[src/rtl/control_sequencer.sv]
// Instruction-cycle control sequencer: fetch (T0-T2), decode/execute (T3-T6) and halt.
// Strobes are Moore outputs decoded from the present state and the opcode field of IR.
module control_sequencer (
  input  logic        clock,
  input  logic        clear,
  input  logic        run,
  input  logic [31:0] IR,
  input  logic        mem_ready,
  output logic        PCout,
  output logic        PCin,
  output logic        IncPC,
  output logic        MARin,
  output logic        Read,
  output logic        MDRin,
  output logic        MDRout,
  output logic        IRin,
  output logic        Yin,
  output logic        Zlowin,
  output logic        Zhighin,
  output logic        Zlowout,
  output logic        Zhighout,
  output logic        LOin,
  output logic        HIin,
  output logic        Gra,
  output logic        Grb,
  output logic        Grc,
  output logic        Rin,
  output logic        Rout,
  output logic [4:0]  alu_op,
  output logic        halted,
  output logic        illegal
);

  localparam int unsigned OPC_W  = 5;
  localparam int unsigned OPC_LO = 27;

  localparam logic [OPC_W-1:0] OP_ROL  = 5'b01000;
  localparam logic [OPC_W-1:0] OP_MUL  = 5'b01111;
  localparam logic [OPC_W-1:0] OP_DIV  = 5'b10000;
  localparam logic [OPC_W-1:0] OP_NOP  = 5'b11010;
  localparam logic [OPC_W-1:0] OP_HALT = 5'b11011;

  typedef enum logic [3:0] {
    IDLE = 4'd0,
    T0   = 4'd1,
    T1   = 4'd2,
    T2   = 4'd3,
    T3   = 4'd4,
    T4   = 4'd5,
    T5   = 4'd6,
    T6   = 4'd7,
    HALT = 4'd8
  } state_t;

  state_t           state_q;
  state_t           state_d;
  state_t           end_state;
  logic [OPC_W-1:0] opcode;
  logic             is_muldiv;
  logic             is_alu;

  // Register fields ra/rb/rc are consumed by the datapath's register select, not here.
  logic unused_ir;
  assign unused_ir = ^IR[OPC_LO-1:0];

  assign opcode    = IR[OPC_LO +: OPC_W];
  assign is_muldiv = (opcode == OP_MUL) || (opcode == OP_DIV);
  assign is_alu    = (opcode <= OP_ROL) || is_muldiv;
  assign end_state = run ? T0 : IDLE;

  always_ff @(posedge clock) begin
    if (clear) state_q <= IDLE;
    else       state_q <= state_d;
  end

  always_comb begin
    state_d  = state_q;
    PCout    = 1'b0;
    PCin     = 1'b0;
    IncPC    = 1'b0;
    MARin    = 1'b0;
    Read     = 1'b0;
    MDRin    = 1'b0;
    MDRout   = 1'b0;
    IRin     = 1'b0;
    Yin      = 1'b0;
    Zlowin   = 1'b0;
    Zhighin  = 1'b0;
    Zlowout  = 1'b0;
    Zhighout = 1'b0;
    LOin     = 1'b0;
    HIin     = 1'b0;
    Gra      = 1'b0;
    Grb      = 1'b0;
    Grc      = 1'b0;
    Rin      = 1'b0;
    Rout     = 1'b0;
    alu_op   = '0;
    halted   = 1'b0;
    illegal  = 1'b0;

    unique case (state_q)
      IDLE: if (run) state_d = T0;
      T0: begin
        PCout   = 1'b1;
        MARin   = 1'b1;
        IncPC   = 1'b1;
        Zlowin  = 1'b1;
        state_d = T1;
      end
      T1: begin
        Zlowout = 1'b1;
        PCin    = 1'b1;
        Read    = 1'b1;
        MDRin   = 1'b1;
        if (mem_ready) state_d = T2;
      end
      T2: begin
        MDRout  = 1'b1;
        IRin    = 1'b1;
        state_d = T3;
      end
      // First cycle with the freshly loaded IR: dispatch on opcode class.
      T3: begin
        if (is_alu) begin
          Grb     = 1'b1;
          Rout    = 1'b1;
          Yin     = 1'b1;
          state_d = T4;
        end else if (opcode == OP_NOP) begin
          state_d = end_state;
        end else if (opcode == OP_HALT) begin
          state_d = HALT;
        end else begin
          illegal = 1'b1;
          state_d = end_state;
        end
      end
      T4: begin
        Grc     = 1'b1;
        Rout    = 1'b1;
        Zlowin  = 1'b1;
        Zhighin = is_muldiv;
        alu_op  = opcode;
        state_d = T5;
      end
      T5: begin
        Zlowout = 1'b1;
        if (is_muldiv) begin
          LOin    = 1'b1;
          state_d = T6;
        end else begin
          Gra     = 1'b1;
          Rin     = 1'b1;
          state_d = end_state;
        end
      end
      T6: begin
        Zhighout = 1'b1;
        HIin     = 1'b1;
        state_d  = end_state;
      end
      HALT: halted = 1'b1;
      default: state_d = IDLE;
    endcase
  end

endmodule

[config.mk]
export PLATFORM = sky130hd
export DESIGN_NAME = control_sequencer
export DESIGN_NICKNAME = d
export VERILOG_FILES = /design/src/rtl/control_sequencer.sv
export SDC_FILE = /design/constraint.sdc
export NUM_CORES = 1
export LEC_CHECK = 0
export BUFFER_PORTS_ARGS = -buffer_cell sky130_fd_sc_hd__buf_2
export CAP_MARGIN = 20
export CELL_PAD_IN_SITES_DETAIL_PLACEMENT = 2
export CELL_PAD_IN_SITES_GLOBAL_PLACEMENT = 2
export CORE_MARGIN = 3
export CORE_UTILIZATION = 13
export CTS_CLUSTER_DIAMETER = 200
export DETAILED_ROUTE_END_ITERATION = 8
export PLACE_DENSITY = 0.76
export SLEW_MARGIN = 30
export SYNTH_ARGS = -nofsm -noshare
export SYNTH_HDL_FRONTEND = slang
export SYNTH_SLANG_ARGS = --single-unit
[constraint.sdc]
create_clock -name clock -period 1.6 [get_ports clock]
set_clock_uncertainty 0.1 [all_clocks]
set_input_delay 0.16 -clock clock [delete_from_list [all_inputs] [get_ports clock]]
set_output_delay 0.16 -clock clock [all_outputs]
set_load 0.005 [all_outputs]
==> results of run 1 <==
==> worst max-delay path, stage by stage, from the launching register on <==
cell     delay, ns
dfxtp_4       0.36
nor4b_4       0.32
o31a_2        0.26
nor2_4        0.06
inv_2         0.05
buf_6         0.08
==> cells by family after synthesis <==
group                  count (synthesis)  share of synthesized area [%]
AOI/OAI and AO/OA                     11                           17.9
buffers and inverters                 16                           19.2
DFF                                    4                           16.8
muxes                                  1                           2.11
and+or+nand+nor                       33                           43.9
==> metal layers <==
layer / wire (um) / vias up
met5: 0 / -
met4: 30 / 0
met3: 113 / 4
met2: 1190 / 24
met1: 769 / 298
li1: - / 297
==> worst min-delay path by stage <==
stage	to	slack [ns]	cells after the start
2_1_floorplan	state_q[1]	0.13	1
3_3_place_gp	state_q[2]	0.28	2
3_5_place_dp	state_q[2]	0.28	2
4_1_cts	state_q[1]	0.02	2
5_1_grt	state_q[2]	0.04	2
6_report	state_q[2]	0.04	2
==> area by class of cell <==
type                    instances  area, um^2
clock buffers                   3        22.5
fillers                       411        2590
inverters                       7        26.3
multi-input cells              45         380
flip-flops and latches          4        88.8
well taps                      46        57.6
repair buffers                 44         253
==> repair_timing <==
action / in CTS / in global routing
setup buffers: 2 / 6
hold buffers: 0 / 0
gates resized for setup: 10 / 11
endpoints found under the setup margin: 18 / 17
pin swaps: 1 / 3
==> stage by stage <==
stage	power, uW	setup WS (ns)	utilization [%]	hold WS [ns]	setup TNS [ns]
finish	450	-0.0304	24.2	0.0363	-0.0304
global route	490	-0.131	24.2	0.0414	-0.636
CTS	424	-0.0477	21.3	0.0235	-0.137
detailed placement	261	0.0696	19.0	0.285	0
global placement	250	0.106	19.0	0.275	0
floorplan	209	0.175	-	0.129	0
==> where the power goes <==
part / switching, uW / internal [uW]
registers: 16.7 / 111
clock network: 47.2 / 84.3
logic: 94.1 / 97.6
==> synthesized netlist by cell type <==
cell | number | area, um^2
a2111oi_2 | 1 | 15.0
a211o_1 | 1 | 8.76
a21oi_1 | 2 | 10.0
a31oi_1 | 3 | 18.8
and2_1 | 7 | 43.8
and4_1 | 1 | 8.76
and4b_1 | 1 | 10.0
buf_2 | 1 | 5.00
buf_4 | 8 | 60.1
dfxtp_1 | 4 | 80.1
inv_1 | 7 | 26.3
mux2i_1 | 1 | 10.0
nand2_1 | 3 | 11.3
nand2b_1 | 2 | 12.5
nand3_1 | 2 | 10.0
nand4_1 | 1 | 6.26
nor2_1 | 6 | 22.5
nor2_2 | 1 | 6.26
nor2_4 | 1 | 11.3
nor2b_1 | 1 | 6.26
nor3_1 | 1 | 5.00
nor3b_2 | 1 | 12.5
nor4_1 | 1 | 6.26
nor4b_1 | 1 | 8.76
nor4b_2 | 1 | 15.0
o21ai_0 | 1 | 5.00
o2bb2ai_1 | 1 | 8.76
o31a_1 | 1 | 8.76
o31a_2 | 1 | 10.0
or2_2 | 1 | 6.26
or3_1 | 1 | 6.26
==> impl_metrics.json, run 1 <==
{
  "crit_required_ns": 1.34,
  "start_kind": "register",
  "largest_reg_flops": 4,
  "grt_busiest_layer": "met2",
  "rows": 21,
  "die_x_um": 66.5,
  "crit_end": "Rout",
  "grtUsageMet2_pct": 18.7,
  "final_max_slew_viol_count": 0,
  "p_per_area_nw_per_um2": 544,
  "ff2ff_path_depth": 5,
  "r2r_start": "state_q[0]",
  "timing.rr.end": "state_q[2]",
  "worst_slew_pin_slew_ns": 0.389,
  "p_leak_uw": 0.000421,
  "criticalPathCategory": "reg -> out",
  "root_buffer": "clkbuf_4",
  "area_growth_pct": 74.2,
  "syn_area_um2": 475,
  "grt_setup_unrepaired": "yes",
  "cts_buffers": 3,
  "startpoint": "state_q[0]",
  "vias": 623,
  "placed_cell_area_um2": 651,
  "cp-end-kind": "output port",
  "hpwlAfterDp_um": 1580,
  "die_h_um": 66.5,
  "dp.cells": 138,
  "period_share_pct": 102,
  "min_period_ns": 1.63,
  "layout_commonest_cell": "buf_2",
  "initial_core_util_pct": 13.9,
  "ys_ff_latch": 4,
  "grt_antenna_before_repair": 0,
  "clock.fmax_mhz": 613,
  "ios": 63,
  "antenna_cells": 0,
  "gp_congestion": 0.751,
  "max-cap-violations": 0,
  "grt_overflow_total": 0,
  "layout_common_cells": "buf_2, buf_4, and2_1",
  "cts_buffer_depth": 2,
  "antenna_left": 0,
  "regMostFlops": "state_q",
  "hold_viol": 0,
  "grt_pass1_wl_um": 3170,
  "setup_violations": 1,
  "nets": 141,
  "grtUsageTotal_pct": 9.55,
  "use_met3_pct": 2.70,
  "drc": 0,
  "clkTransAtPathRegs_ns": 0.04,
  "syn_nets": 101,
  "cts_tree": "done",
  "clkLatencyLatePin_ns": 0.24,
  "relSlewSlack_pct": 74.0,
  "final_cells": 149,
  "arrival_ns": 1.37,
  "avgSynthCellArea_um2": 7.31,
  "final.setup.worst_slack_ns": -0.0304,
  "violations": "negative setup slack",
  "synth_warnings": 0,
  "numPortBuffers": 35,
  "grt_pass1_vias": 653,
  "ys_seq_area_share_pct": 16.8,
  "r2r_slack_ns": 0.15,
  "min_from": "clear",
  "cp_max_fo": 5,
  "drt-wirelength-per-cell_um": 14.1,
  "cts-htree-levels": 1,
  "status": "finished with violations",
  "viasPerCell": 4.18,
  "drt_wl_total_um": 2110,
  "synth_cells": 65,
  "min-delay-path-class": "in -> reg",
  "drive_gt1_share_pct": 63.1,
  "drt-initial-drc-count": 0,
  "first_pass_iters": 1,
  "ys_types": 31,
  "grt_max_degree": 10,
  "clkSinkCount": 4,
  "irDropWorstVdd_uv": 109,
  "die-area_um2": 4420,
  "largestRegisters": "state_q x4",
  "core_um2": 3420,
  "stdcell_area_um2": 828,
  "grt_use_met1_pct": 9.46
}
Power figures use the tool's default switching activity.
==> run 2, diff against run 1 <==
--- a/config.mk
+++ b/config.mk
@@ -13,7 +13,7 @@
 export CORE_UTILIZATION = 13
 export CTS_CLUSTER_DIAMETER = 200
 export DETAILED_ROUTE_END_ITERATION = 8
-export PLACE_DENSITY = 0.76
+export PLACE_DENSITY_LB_ADDON = 0.3
 export SLEW_MARGIN = 30
 export SYNTH_ARGS = -nofsm -noshare
 export SYNTH_HDL_FRONTEND = slang
==> constraint.sdc (replaced) <==
create_clock -name clock -period 1.8 [get_ports clock]
set_clock_uncertainty 0.1 [all_clocks]
set_input_delay 0.18 -clock clock [delete_from_list [all_inputs] [get_ports clock]]
set_output_delay 0.18 -clock clock [all_outputs]
set_load 0.005 [all_outputs]
==> run 2 against run 1 <==
  * Sequential power down 8%
  * Sequential share of layout area is 1.1 points higher
  * Cell count fell by 4.7%
  * The run now ends clean
  * Design area is 15% lower
  * Core utilization down 3.7 points
  * Total power shrank 24%
  * Count of clock-buffer cells in the layout unchanged
  * Highest routed layer is now met3
  * Via count down 7.2%
  * Flip-flop and latch count unchanged
  * Clock power decreased by 18%
==> impl_metrics.json, run 2 (synthesized netlist as in run 1, its figures left out) <==
{
  "cp-end-kind": "output port",
  "fin_tns_setup_ns": 0,
  "antenna_cells": 0,
  "cts_buffer_depth": 2,
  "clkTransAtPathRegs_ns": 0.04,
  "hold_viol": 0,
  "final_cells": 142,
  "status": "completed",
  "grt_overflow_total": 0,
  "largestRegisters": "state_q x4",
  "viasPerCell": 4.07,
  "startpoint": "state_q[3]",
  "layout_common_cells": "buf_2, inv_1, and2_1",
  "period_share_pct": 92.8,
  "ff2ff_path_depth": 5,
  "whs_path_depth": 2,
  "worst_slew_pin_slew_ns": 0.431,
  "drt-wirelength-per-cell_um": 12.6,
  "grt_antenna_before_repair": 0,
  "initial_core_util_pct": 13.9,
  "layout_commonest_cell": "buf_2",
  "nets": 134,
  "numPortBuffers": 35,
  "die_x_um": 66.5,
  "clkLatencyLatePin_ns": 0.23,
  "setup_violations": 0,
  "p_leak_uw": 0.000371,
  "die-area_um2": 4420,
  "start_kind": "register",
  "r2r_start": "state_q[3]",
  "hpwlAfterDp_um": 1490,
  "crit_path_max_incr_delay_ns": 0.52,
  "cts_tree": "done",
  "root_buffer": "clkbuf_4",
  "cp_max_fo": 8,
  "dp.cells": 138,
  "relSlewSlack_pct": 70.9,
  "gp_congestion": 0.740,
  "grt_setup_unrepaired": "no",
  "area_growth_pct": 47.4,
  "clkSinkCount": 4,
  "core_um2": 3420,
  "crit_required_ns": 1.52,
  "rows": 21,
  "ios": 63,
  "slowest_stage": "dfxtp_1",
  "crit_chain": "nand2b_1 -> nor2_4 -> nor2_2 -> inv_1 -> buf_2",
  "max-cap-violations": 0,
  "p_per_area_nw_per_um2": 491,
  "cts_buffers": 3,
  "antenna_left": 0,
  "drive_gt1_share_pct": 52.1,
  "drc": 0,
  "final_max_slew_viol_count": 0,
  "drt-initial-drc-count": 10,
  "grt_pass1_vias": 593,
  "first_pass_iters": 2,
  "grt_pass1_wl_um": 2770,
  "drt_wl_total_um": 1800,
  "criticalPathCategory": "reg -> out",
  "min_period_ns": 1.67,
  "grt_max_degree": 10,
  "timing.hold.ws_ns": 0.0738,
  "die_h_um": 66.5,
  "regMostFlops": "state_q",
  "largest_reg_flops": 4,
  "min_from": "clear",
  "irDropWorstVdd_uv": 93.0,
  "vias": 578,
  "cts-htree-levels": 1,
  "cts-hold-fix-buffers": 0,
  "arrival_ns": 1.39,
  "clock.fmax_mhz": 598,
  "fillers": 432,
  "grtUsageTotal_pct": 7.90,
  "min-delay-path-class": "in -> reg"
}
run 2: changes by cell type in the layout (fill, tap and decap cells not counted), sizes merged:
cell / before / now
buf: 44 / 37
run 2: final cells by class:
| cell class | instances | area, um^2 | share of cell area (%) |
|---|---|---|---|
| Multi-Input combinational cell | 45 | 322 | 45.9 |
| Timing Repair Buffer | 37 | 190 | 27.1 |
| Sequential cell | 4 | 82.6 | 11.8 |
| Tap cell | 46 | 57.6 | 8.21 |
| Inverter | 7 | 26.3 | 3.75 |
| Clock buffer | 3 | 22.5 | 3.21 |
run 2: what timing repair did:
item | in CTS | in global routing
buffers inserted | 0 | 1
setup endpoints to repair | 0 | 8
resized for setup | 0 | 5
run 2: final timing paths:
check	endpoint	slack [ns]
max reg2reg	state_q[0]	0.39
max	Rout	0.13
min reg2reg	state_q[3]	0.59
min	state_q[3]	0.07
run 2: critical path: cells and delay by family, from the launching register on:
kind / cells / cell delay [ns]
flip-flops: 1 / 0.52
AND/OR/NAND/NOR: 3 / 0.47
buffers and inverters: 2 / 0.17
run 2: layer usage:
layer	GRT usage, %	share of wire (%)	vias up
met3	0.337	5.8	0
met2	14.0	48	25
met1	9.95	46	269
li1	-	-	284
met5	0	0	-
met4	3.05	0	0
run 2: report_power, final:
| part | switching (uW) | total (uW) | leakage [uW] | internal, uW |
|---|---|---|---|---|
| clock | 33.2 | 108 | 0.0000138 | 74.4 |
| sequential | 18.6 | 117 | 0.0000333 | 98.0 |
| combinational | 61.9 | 120 | 0.000324 | 58.3 |
run 2: metrics by stage:
step / area (um^2) / total power [uW] / util, % / setup WS, ns
floorplan: 475 / 185 / - / 0.355
global placement: 651 / 224 / 19.0 / 0.283
detailed placement: 651 / 231 / 19.0 / 0.262
CTS: 673 / 343 / 19.7 / 0.00840
global route: 701 / 374 / 20.5 / 0.0190
finish: 701 / 344 / 20.5 / 0.129
==> run 3, diff against run 2 <==
--- a/config.mk
+++ b/config.mk
@@ -10,7 +10,7 @@
 export CELL_PAD_IN_SITES_DETAIL_PLACEMENT = 2
 export CELL_PAD_IN_SITES_GLOBAL_PLACEMENT = 2
 export CORE_MARGIN = 3
-export CORE_UTILIZATION = 13
+export CORE_UTILIZATION = 14
 export CTS_CLUSTER_DIAMETER = 200
 export DETAILED_ROUTE_END_ITERATION = 8
 export PLACE_DENSITY_LB_ADDON = 0.3
==> constraint.sdc (replaced) <==
create_clock -name clock -period 2.04 [get_ports clock]
set_clock_uncertainty 0.1 [all_clocks]
set_input_delay 0.204 -clock clock [delete_from_list [all_inputs] [get_ports clock]]
set_output_delay 0.204 -clock clock [all_outputs]
set_load 0.005 [all_outputs]
==> run 3 against run 2 <==
  * Total power decreased by 14%
  * Count of clock-buffer cells in the layout unchanged
  * Largest power group unchanged
  * Largest cell class unchanged
  * Flip-flop and latch count unchanged
  * Sequential power decreased by 17%
==> impl_metrics.json, run 3 (synthesized netlist as in run 1, its figures left out) <==
{
  "crit_required_ns": 1.74,
  "cp-end-kind": "output port",
  "layout_common_cells": "buf_2, inv_1, and2_1",
  "final.setup.worst_slack_ns": 0.268,
  "drc": 0,
  "rows": 20,
  "cts-htree-levels": 1,
  "min_period_ns": 1.77,
  "max-cap-violations": 0,
  "grt_pass1_wl_um": 2680,
  "root_buffer": "clkbuf_4",
  "grt_max_degree": 10,
  "grt_overflow_total": 0,
  "p_sw_share_pct": 33.3,
  "criticalPathCategory": "reg -> out",
  "core_um2": 3150,
  "die-area_um2": 4130,
  "irDropWorstVdd_uv": 89.1,
  "die_h_um": 64.3,
  "cts_buffer_depth": 2,
  "clkTransAtPathRegs_ns": 0.04,
  "gp_congestion": 0.720,
  "numPortBuffers": 35,
  "drive_gt1_share_pct": 48.4,
  "area_growth_pct": 41.1,
  "r2r_start": "state_q[0]",
  "hold_viol": 0,
  "hpwlAfterDp_um": 1390,
  "ios": 63,
  "r2r_slack_ns": 0.60,
  "min_from": "clear",
  "p_per_area_nw_per_um2": 444,
  "clkLatencyLatePin_ns": 0.23,
  "regMostFlops": "state_q",
  "ff2ff_path_depth": 4,
  "crit_family": "simple AND/OR/NAND/NOR gates",
  "antenna_left": 0,
  "relSlewSlack_pct": 77.2,
  "setup_violations": 0,
  "cts-hold-fix-buffers": 0,
  "p_leak_uw": 0.000366,
  "worst_slew_pin_slew_ns": 0.337,
  "period_share_pct": 86.9,
  "status": "completed",
  "crit_chain": "nor4b_2 -> o31a_2 -> nor2_2 -> inv_1 -> buf_2",
  "utilization_pct": 21.3,
  "crit_path_max_incr_delay_ns": 0.41,
  "first_pass_iters": 3,
  "grtUsageTotal_pct": 8.18,
  "grt_setup_unrepaired": "no",
  "start_kind": "register",
  "drt-initial-drc-count": 18,
  "grt_antenna_before_repair": 0,
  "fin_tns_setup_ns": 0,
  "whs_path_depth": 2,
  "p_sw_uw": 99.1,
  "p_seq_share_pct": 32.7,
  "cp_max_fo": 7,
  "grt_pass1_vias": 559,
  "p_int_uw": 198,
  "drt-wirelength-per-cell_um": 11.8,
  "pre_cts_ws_ns": 0.478,
  "largestRegisters": "state_q x4",
  "cts_tree": "done",
  "nets": 133,
  "combPwrFrac_pct": 33.6,
  "path_buf_inv": 2,
  "cts_buffers": 3,
  "layout_commonest_cell": "buf_2",
  "clock.fmax_mhz": 564,
  "final_max_slew_viol_count": 0,
  "holdPathEnd": "state_q[1]",
  "largest_reg_flops": 4,
  "power.clock.fraction_pct": 33.6,
  "initial_core_util_pct": 15.1,
  "clkSinkCount": 4,
  "antenna_cells": 0,
  "viasPerCell": 4.04,
  "min-delay-path-class": "in -> reg",
  "arrival_ns": 1.47,
  "die_x_um": 64.3,
  "cts_resized": 0,
  "drt_wl_total_um": 1640,
  "slowest_stage": "nor4b_2",
  "postCtsSetupRepairBufs": 0,
  "vias": 561,
  "timing.rr.end": "state_q[2]"
}
## run 3: changes by cell type in the layout (fill, tap and decap cells not counted)
| cell | delta |
|---|---|
| dfxtp_2 | -2 |
| nor3b_2 | +1 |
| dfxtp_1 | +2 |
| nor4b_4 | -1 |
| nor2_2 | -1 |
| nor3b_4 | -1 |
| nor4b_2 | +1 |
| nor2_1 | +1 |
| buf_4 | -1 |
## run 3: layout make-up
type	count	area, um^2
fill	400	2480
multi-input combinational	45	304
timing repair buffer	36	183
sequential	4	80.1
tap	44	55.1
inverter	7	26.3
clock buffer	3	22.5
## run 3: metrics by stage
step / instance area (um^2) / std cells / total power [uW] / hold WS (ns)
2_1_floorplan: 475 / 65 / 164 / 0.173
3_3_place_gp: 648 / 136 / 197 / 0.344
3_5_place_dp: 648 / 136 / 202 / 0.345
4_1_cts: 671 / 139 / 306 / 0.0982
5_1_grt: 671 / 139 / 323 / 0.121
6_report: 671 / 139 / 298 / 0.102
## run 3: worst max-delay path by stage
stage / from / endpoint / cells past startpoint
floorplan: state_q[0] / MARin / 4
global placement: state_q[0] / Rout / 5
detailed placement: state_q[0] / Rout / 5
CTS: state_q[0] / Rout / 5
global route: state_q[0] / illegal / 4
finish: state_q[0] / Rout / 5
## run 3: metal layers
| metal | global-route usage, % | vias to the layer above | share of wire [%] |
|---|---|---|---|
| li1 | - | 282 | - |
| met1 | 9.62 | 262 | 41 |
| met2 | 14.7 | 17 | 54 |
| met3 | 1.23 | 0 | 4.8 |
| met4 | 3.17 | 0 | 0 |
| met5 | 0 | - | 0 |
## run 3: power groups by stage
stage | Sequential (uW) | Combinational, uW | Clock (uW)
after CTS | 97.3 | 103 | 106
after global placement | 98.6 | 98.6 | 0
after detailed placement | 98.9 | 103 | 0
final | 97.4 | 100 | 100
after global routing | 98.6 | 114 | 110
after floorplan | 95.0 | 68.6 | 0
